## config.mk

```make
export PLATFORM = sky130hd
export DESIGN_NAME = jt89_multimix
export DESIGN_NICKNAME = d
export VERILOG_FILES = /design/src/rtl/jt89_pkg.sv /design/src/rtl/jt89_lpf_stage.sv /design/src/rtl/jt89_multimix.sv
export SDC_FILE = /design/constraint.sdc
export NUM_CORES = 1
export LEC_CHECK = 0
export ABC_AREA = 1
export BUFFER_PORTS_ARGS = -buffer_cell sky130_fd_sc_hd__clkbuf_2
export CORE_UTILIZATION = 36
export DETAILED_ROUTE_END_ITERATION = 8
export GPL_TIMING_DRIVEN = 0
export PLACE_DENSITY = 0.58
export SYNTH_ARGS = -nofsm -noshare
export SYNTH_HDL_FRONTEND = slang
export SYNTH_HIERARCHICAL = 1
export SYNTH_SLANG_ARGS = --single-unit
```

## constraint.sdc

```tcl
create_clock -name clk -period 8.05 [get_ports clk]
set_input_delay 0 -clock clk [delete_from_list [all_inputs] [get_ports clk]]
set_output_delay 0 -clock clk [all_outputs]
set_load 0.005 [all_outputs]
```

## src/rtl/jt89_pkg.sv

```systemverilog
// Shared constants and width helpers for the jt89 mixer family.
package jt89_pkg;

  localparam int GAIN_W  = 4;
  localparam int GAIN_SH = 3;

  // Accumulator width able to hold CH full-scale gained terms without overflow.
  function automatic int sum_w(input int w, input int ch);
    return (ch == 1) ? (w + 1) : (w + 1 + $clog2(ch));
  endfunction

endpackage

```

## src/rtl/jt89_lpf_stage.sv

```systemverilog
// One rounding averaging low-pass stage: y <= (y + x + 1) >> 1 when enabled.
module jt89_lpf_stage #(
  parameter int SW = 12
) (
  input  logic          clk,
  input  logic          rst,
  input  logic          en,
  input  logic [SW-1:0] x,
  output logic [SW-1:0] y
);

  logic [SW:0] sum;

  assign sum = {1'b0, y} + {1'b0, x} + (SW+1)'(1);

  always_ff @(posedge clk) begin
    if (rst)
      y <= '0;
    else if (en)
      y <= SW'(sum >> 1);
  end

endmodule

```

## src/rtl/jt89_multimix.sv

```systemverilog
// Time-multiplexed gain/mute channel mixer followed by a cascade of low-pass stages.
module jt89_multimix
  import jt89_pkg::*;
#(
  parameter int CH     = 4,
  parameter int W      = 9,
  parameter int STAGES = 3,
  parameter int OW     = 11,
  parameter int OSH    = 1
) (
  input  logic                clk,
  input  logic                rst,
  input  logic                clk_en,
  input  logic [CH*W-1:0]     ch,
  input  logic [CH*GAIN_W-1:0] gain,
  input  logic [CH-1:0]       mute,
  output logic [OW-1:0]       sound,
  output logic                sample_valid,
  output logic                clip
);

  localparam int SW = sum_w(W, CH);
  localparam int IW = (CH > 1) ? $clog2(CH) : 1;
  localparam int CW = (SW > OW) ? SW : OW;
  localparam logic [IW-1:0] LAST = IW'(CH - 1);

  // Returns {clip, saturated value}.
  function automatic logic [OW:0] sat(input logic [SW-1:0] v);
    logic [CW-1:0] ve;
    logic [CW-1:0] mx;
    ve = CW'(v);
    mx = CW'({OW{1'b1}});
    if (ve > mx)
      return {1'b1, {OW{1'b1}}};
    else
      return {1'b0, OW'(ve)};
  endfunction

  logic [IW-1:0]          idx;
  logic [W-1:0]           smp;
  logic [GAIN_W-1:0]      gsel;
  logic                   msel;
  logic [W+GAIN_W-1:0]    prod;
  logic [W:0]             term_p0;
  logic [SW-1:0]          acc_p0;
  logic [SW-1:0]          frame_p1;
  logic                   vld_p1;
  logic                   vld_p2;
  logic [SW-1:0]          s_last;
  logic [SW-1:0]          s_shift;
  logic [OW:0]            sat_res;

  // Stage 0: select the current channel and form its gained term.
  always_comb begin
    smp     = ch[int'(idx)*W +: W];
    gsel    = gain[int'(idx)*GAIN_W +: GAIN_W];
    msel    = mute[idx];
    prod    = {{GAIN_W{1'b0}}, smp} * {{W{1'b0}}, gsel};
    term_p0 = msel ? '0 : (W+1)'(prod >> GAIN_SH);
  end

  always_ff @(posedge clk) begin
    if (rst) begin
      idx      <= '0;
      acc_p0   <= '0;
      frame_p1 <= '0;
      vld_p1   <= 1'b0;
    end else begin
      vld_p1 <= 1'b0;
      if (clk_en) begin
        if (idx == LAST) begin
          frame_p1 <= acc_p0 + SW'(term_p0);
          acc_p0   <= '0;
          idx      <= '0;
          vld_p1   <= 1'b1;
        end else begin
          acc_p0 <= acc_p0 + SW'(term_p0);
          idx    <= idx + 1'b1;
        end
      end
    end
  end

  // Stage 1: filter cascade, all stages step together from pre-edge values.
  generate
    if (STAGES == 0) begin : g_bypass
      // Hold the frame so back-to-back frames cannot overwrite it before output.
      logic [SW-1:0] byp_p2;
      always_ff @(posedge clk) begin
        if (rst)
          byp_p2 <= '0;
        else if (vld_p1)
          byp_p2 <= frame_p1;
      end
      assign s_last = byp_p2;
    end else begin : g_lpf
      logic [SW-1:0] s_chain [0:STAGES];
      assign s_chain[0] = frame_p1;
      for (genvar k = 0; k < STAGES; k++) begin : g_stage
        jt89_lpf_stage #(.SW(SW)) u_stage (
          .clk (clk),
          .rst (rst),
          .en  (vld_p1),
          .x   (s_chain[k]),
          .y   (s_chain[k+1])
        );
      end
      assign s_last = s_chain[STAGES];
    end
  endgenerate

  assign s_shift = s_last >> OSH;
  assign sat_res = sat(s_shift);

  // Stage 2: scale, saturate and publish.
  always_ff @(posedge clk) begin
    if (rst) begin
      vld_p2       <= 1'b0;
      sample_valid <= 1'b0;
      sound        <= '0;
      clip         <= 1'b0;
    end else begin
      vld_p2       <= vld_p1;
      sample_valid <= vld_p2;
      if (vld_p2) begin
        clip  <= sat_res[OW];
        sound <= sat_res[OW-1:0];
      end
    end
  end

endmodule

```

### After elaboration in Yosys (flattened, before gate mapping)

Index checks and enable logic that the tools add are counted.

* $add $sub $neg: 8
* $mul: 2
* order comparisons: 2
* equality and inequality tests: 1
* shift-type cells: 2
* mux-type cells: 7
* bitwise operators: 1
* reductions and logical operators: 2

Operators with widths (number)
* 12-bit by 12-bit adder with 13-bit output: 3
* 13-bit by 1-bit adder with 13-bit output (second input constant): 3
* 36-bit by 7-bit indexed part select with 9-bit output: 1
* 12-bit 2-to-1 mux: 2
* 16-bit by 5-bit indexed part select with 4-bit output: 1
* 9-bit by 4-bit multiplier with 13-bit output: 1
* 12-bit by 10-bit adder with 12-bit output: 1
* 11-bit greater-than comparator (second input constant): 1
* 10-bit 2-to-1 mux: 1
* 2-bit by 4-bit multiplier with 6-bit output (second input constant): 1
* 2-bit by 3-bit < comparator with 1-bit output (second input constant): 1
* 2-bit by 1-bit adder with 2-bit output (second input constant): 1
* 1-bit binary-select mux with 2-bit select: 1
* 2-bit equality test (second input constant): 1
* 1-bit 2-to-1 mux: 2
* 2-bit 2-to-1 mux: 1
* 2-bit AND reduction: 1
* 2-bit OR reduction: 1
* 1-bit inverter: 1

* flip-flop bits (word level): 77
* input port bits: 59
* word-level logic and storage cells: 36

### Depth between registers and ports, before layout

* depth in word-level cells: 6
* mapped depth: 31
* mapped depth without buffers: 29

### Cells and area by module

Netlist, hierarchy kept.

By module, submodules not included
* jt89_multimix: times used 1, cells an instance 534, area an instance 3507.1 µm², seq. area each 820.8 µm²
* jt89_lpf_stage: times used 3, cells an instance 191, area an instance 1134.8 µm², seq. area each 240.2 µm²

### Worst setup path before layout

Ideal clock, no wire load.

* path kind: register to register
* from: register idx[1]
* to: register frame_p1[9]
* arrival: 4.425 ns
* required time: 7.935 ns
* setup slack: 3.509 ns
* stages on the path, launching flop included: 28
* clock period less this slack: 4.541 ns
* cell sequence: dfxtp_1 > inv_2 > buf_2 > buf_6 > a21oi_1 > a32oi_1 > inv_1 > nor2_1 > fa_1 > inv_1 > fa_1 > inv_1 > ha_1 > a21oi_1 > o21ai_0 > a21oi_1 > nor2_1 > nor2_1 > xor2_1 > nor2_1 > ha_1 > nand2_1 > inv_1 > a21boi_0 > nand3_1 > xor2_1 > o21ai_0 > inv_1

* word-level cells in the longest chain between the ends: 5

Ends and longest elaborated chain
* start, declared: line jt89_multimix.sv:39 `logic [IW-1:0] idx;`
* start signal, assigned: line jt89_multimix.sv:78 `idx <= idx + 1'b1;`
* 2-bit by 4-bit multiplier with 6-bit output: line jt89_multimix.sv:55 `smp = ch[int'(idx)*W +: W];`
* 36-bit by 7-bit indexed part select with 9-bit output: line jt89_multimix.sv:55
* 9-bit by 4-bit multiplier with 13-bit output: line jt89_multimix.sv:58 `prod = {{GAIN_W{1'b0}}, smp} * {{W{1'b0}}, gsel};`
* 10-bit 2-to-1 mux: line jt89_multimix.sv:59 `term_p0 = msel ? '0 : (W+1)'(prod >> GAIN_SH);`
* 12-bit by 10-bit adder with 12-bit output: line jt89_multimix.sv:72 `frame_p1 <= acc_p0 + SW'(term_p0);`
* end signal, assigned: line jt89_multimix.sv:72
* end, declared: line jt89_multimix.sv:46 `logic [SW-1:0] frame_p1;`

Parallel ways exist; a longest one is shown, timed or not. The select of a mux whose other input is x is not followed.
A chain may end at the register's enable or synchronous reset.

### Worst setup path after layout

* from: register idx[1]
* to: register acc_p0[9]

* word-level cells in the longest chain between the ends: 6

Ends and longest elaborated chain
* 2-bit by 4-bit multiplier with 6-bit output: line jt89_multimix.sv:55
* 36-bit by 7-bit indexed part select with 9-bit output: line jt89_multimix.sv:55
* 9-bit by 4-bit multiplier with 13-bit output: line jt89_multimix.sv:58
* 10-bit 2-to-1 mux: line jt89_multimix.sv:59
* 12-bit by 10-bit adder with 12-bit output: line jt89_multimix.sv:77 `acc_p0 <= acc_p0 + SW'(term_p0);`
* 12-bit 2-to-1 mux (*): line jt89_multimix.sv:71 `if (idx == LAST) begin`
* end signal, assigned: line jt89_multimix.sv:77
* end, declared: line jt89_multimix.sv:45 `logic [SW-1:0] acc_p0;`

Every way passes the cells marked *; elsewhere a longest branch is shown, timed or not. The select of a mux whose other input is x is not followed.

==> impl_metrics.csv <==
group,metric,value,unit
sta,finalSetupTns,0,ps
power_and_ir_drop,totalPowerFinal,1570,uW
sta,worst_pin_slew,557,ps
route,postRouteAntennaNets,0,
setup_path,max_stage_delay,540,ps
power_and_ir_drop,leakage,0.00437,uW
yosys,synth_cell_types,37,
cells_and_area,layout-drive-gt1-share,10.8,%
floorplan,dieArea,19800,sq um
placement,io_buffer_count,71,
cells_and_area,antenna_cells,0,
floorplan,die_h,141,microns
sta,drv_slew,0,
floorplan,design.core.area,18800,sq um
sta,final_hold_viol_count,0,
setup_path,crit_fanout,10,
clock_network,cts.sinks,77,
yosys,yosysTopAreaCell,"dfxtp_1",
sta,relSlewSlack,62.9,%
sta,setup_slack,2690,ps
outcome,status,"complete, no violations",
setup_path,worst_setup_path_end_kind,"register",
route,wire_per_inst,12.9,microns
route,first_iter_violations,466,
sta,period_needed,5360,ps
floorplan,rows,50,
setup_path,critPathMostFrequentCell,"nor2_1",
yosys,synthesis.area,6910,sq um
setup_path,crit_arrival,5630,ps
placement,routabilityCongestion,0.931,
floorplan,start_util,36.8,%
yosys,yosysTopAreaCellShare,22.3,%
power_and_ir_drop,p_seq_share,27.0,%
clock_network,cts_setup_buffers,0,
power_and_ir_drop,power_frac_clock,28.8,%
grt,grt_use_total,19.4,%
cells_and_area,final_common_cell,"nand2_1",
setup_path,r2r_slack,2690,ps
route,wirelength,18.4,mm
clock_network,cts_hold_buf,0,
yosys,synth-warning-count,6,
power_and_ir_drop,p_sw_share,40.3,%
cells_and_area,finalNetCount,1325,
setup_path,crit_type,"reg2reg",
clock_network,cts-resized-gates,0,
grt,antenna_found_initial,0,
setup_path,cp_slowest_cell,"fa_1",
sta,fmax,186,MHz
setup_path,cp-start-kind,"register",
worst_hold_path,hp-start,"clk_en",
yosys,ys_seq_area_share,22.3,%
setup_path,regToRegEndpoint,"acc_p0[9]",
floorplan,die_w,141,microns
setup_path,reg2reg_depth,26,
clock_network,clk_pin_slew,60,ps
route,first_pass_iters,5,
power_and_ir_drop,p_int,938,uW
placement,dp_hpwl,14.9,mm
yosys,syn_area_per_cell,6.24,sq um
clock_network,tritoncts.num_buffers,9,
worst_hold_path,hold_path_end,"acc_p0[0]",
floorplan,ios,72,
sta,finalSetupViolations,0,
clock_network,cts.htree.levels,3,
worst_hold_path,hold_depth,4,
clock_network,cts-root-buf,"clkbuf_16",
cells_and_area,syn_to_final_growth,14.1,%
worst_hold_path,hp-class,"in2reg",
power_and_ir_drop,p_switching,634,uW
power_and_ir_drop,peakVddDrop,0.110,mV
yosys,synth.net_count,1243,
route,drcViolationCount,0,
sta,skew,6.98,ps
power_and_ir_drop,power_frac_comb,44.2,%
yosys,synth.area.top_cells,"dfxtp_1 (22%), nand2_1 (14%), ha_1 (11%)",
power_and_ir_drop,p_per_area,199,nW/um^2
grt,grt_pass1_vias,6335,
route,vias,6888,
placement,dp_slack,2760,ps
yosys,synth.ff_latch_count,77,
clock_network,cts.path.max_buffers,2,
route,viasPerCell,4.82,
clock_network,cts_tree,"done",
sta,finalCritPeriodShare,66.6,%
grt,grt_first_pass_wirelength,30.9,mm
clock_network,clock_latency,340,ps
yosys,synth_cells,1107,
setup_path,r2r_start,"idx[1]",
run,drv_cap,0,
setup_path,cp.required,8320,ps
grt,grt-ovfl-total,0,
sta,rsz0062_at_grt,"false",
grt,grt_start_max_net_pins,14,
cells_and_area,final_cell_mix,"nand2_1 (259), nor2_1 (194), inv_1 (178)",
## registers in the layout (all words and copies together), names as in the netlist
name and cells:
g_lpf.g_stage.u_stage/y 36, acc_p0 12, frame_p1 12, sound 11, idx 2, clip 1, sample_valid 1, vld_p1 1
vld_p2 1
## worst max path at each step
| stage | end | slack [ps] | start |
|---|---|---|---|
| 3_3_place_gp | acc_p0[9] | 2780 | idx[1] |
| 5_1_grt | acc_p0[9] | 2080 | idx[1] |
| 3_5_place_dp | acc_p0[9] | 2760 | idx[1] |
| 2_1_floorplan | frame_p1[9] | 3510 | idx[1] |
| 6_report | acc_p0[9] | 2690 | idx[1] |
| 4_1_cts | acc_p0[9] | 2730 | idx[1] |
## cell usage after synthesis
cell,count
fa_1,18
xnor2_1,4
nand3b_1,3
inv_2,2
buf_2,5
buf_4,2
o21ai_2,3
nor2_4,2
nand2_2,11
nand3_1,71
dfxtp_1,77
a2bb2oi_1,1
nor3_1,11
nand2_1,259
clkbuf_8,3
clkbuf_1,10
a21oi_1,73
a21o_1,5
o211ai_1,2
o21ai_0,51
o31ai_1,1
and2_1,3
nor2_1,194
nand4_1,12
nand2_4,1
a32oi_2,1
o21a_1,3
a32o_1,1
ha_1,59
inv_1,178
a21boi_0,1
or2_2,3
buf_6,6
o21ai_1,6
xor2_1,13
nand3_2,4
a32oi_1,8
## routing by layer
layer | vias up | wire [microns] | track usage [%] | part of all wire [%]
met2 | 86 | 7870 | 29.7 | 43
met1 | 3107 | 9940 | 28.8 | 54
li1 | 3680 | - | - | -
met4 | 0 | 195 | 4.18 | 1.1
met5 | - | 0 | 0 | 0
met3 | 15 | 429 | 2.46 | 2.3
## power by group through the flow
stage	Combinational [uW]	Sequential, uW	Clock (uW)
4_1_cts	697	424	465
3_5_place_dp	692	433	0
3_3_place_gp	688	432	0
5_1_grt	802	428	482
6_report	694	424	453
2_1_floorplan	532	427	0
## area by class of cell
cell class	count	area [sq um]
clock buffers	11	243
flip-flops and latches	77	1540
clock inverters	5	83.8
plain buffers	26	186
inverters	180	676
multi-input cells	824	4510
repair buffers	71	355
well taps	234	293
fillers	2071	10900
## worst max-delay path: cells and delay by family (launching register included)
kind	cells	cell delay (ps)
AO/OA/AOI/OAI	7	1050
adder cells (fa/ha/maj)	4	1780
XOR/XNOR	2	430
flip-flops	1	470
AND/OR/NAND/NOR	8	850
buffers and inverters	5	710
## metrics by stage
step	utilization, %	instance area [sq um]	hold WS [ps]	std cells
finish	42.0	7890	90.2	1428
global route	42.0	7890	111	1428
CTS	42.0	7890	67.3	1428
detailed placement	40.3	7560	383	1412
global placement	40.3	7560	380	1412
floorplan	-	6910	160	1107
## cells by family (layout without fill, tap and decap cells)
kind of cell / Yosys count / count (layout) / synth area share (%)
simple gates: 574 / 574 / 34.6
buf+inv: 206 / 293 / 12.5
compound gates: 156 / 156 / 12.6
fa+ha+maj: 77 / 77 / 15.9
flops: 77 / 77 / 22.3
xor+xnor: 17 / 17 / 2.15
Note: power is estimated with default switching activity, not from simulation.
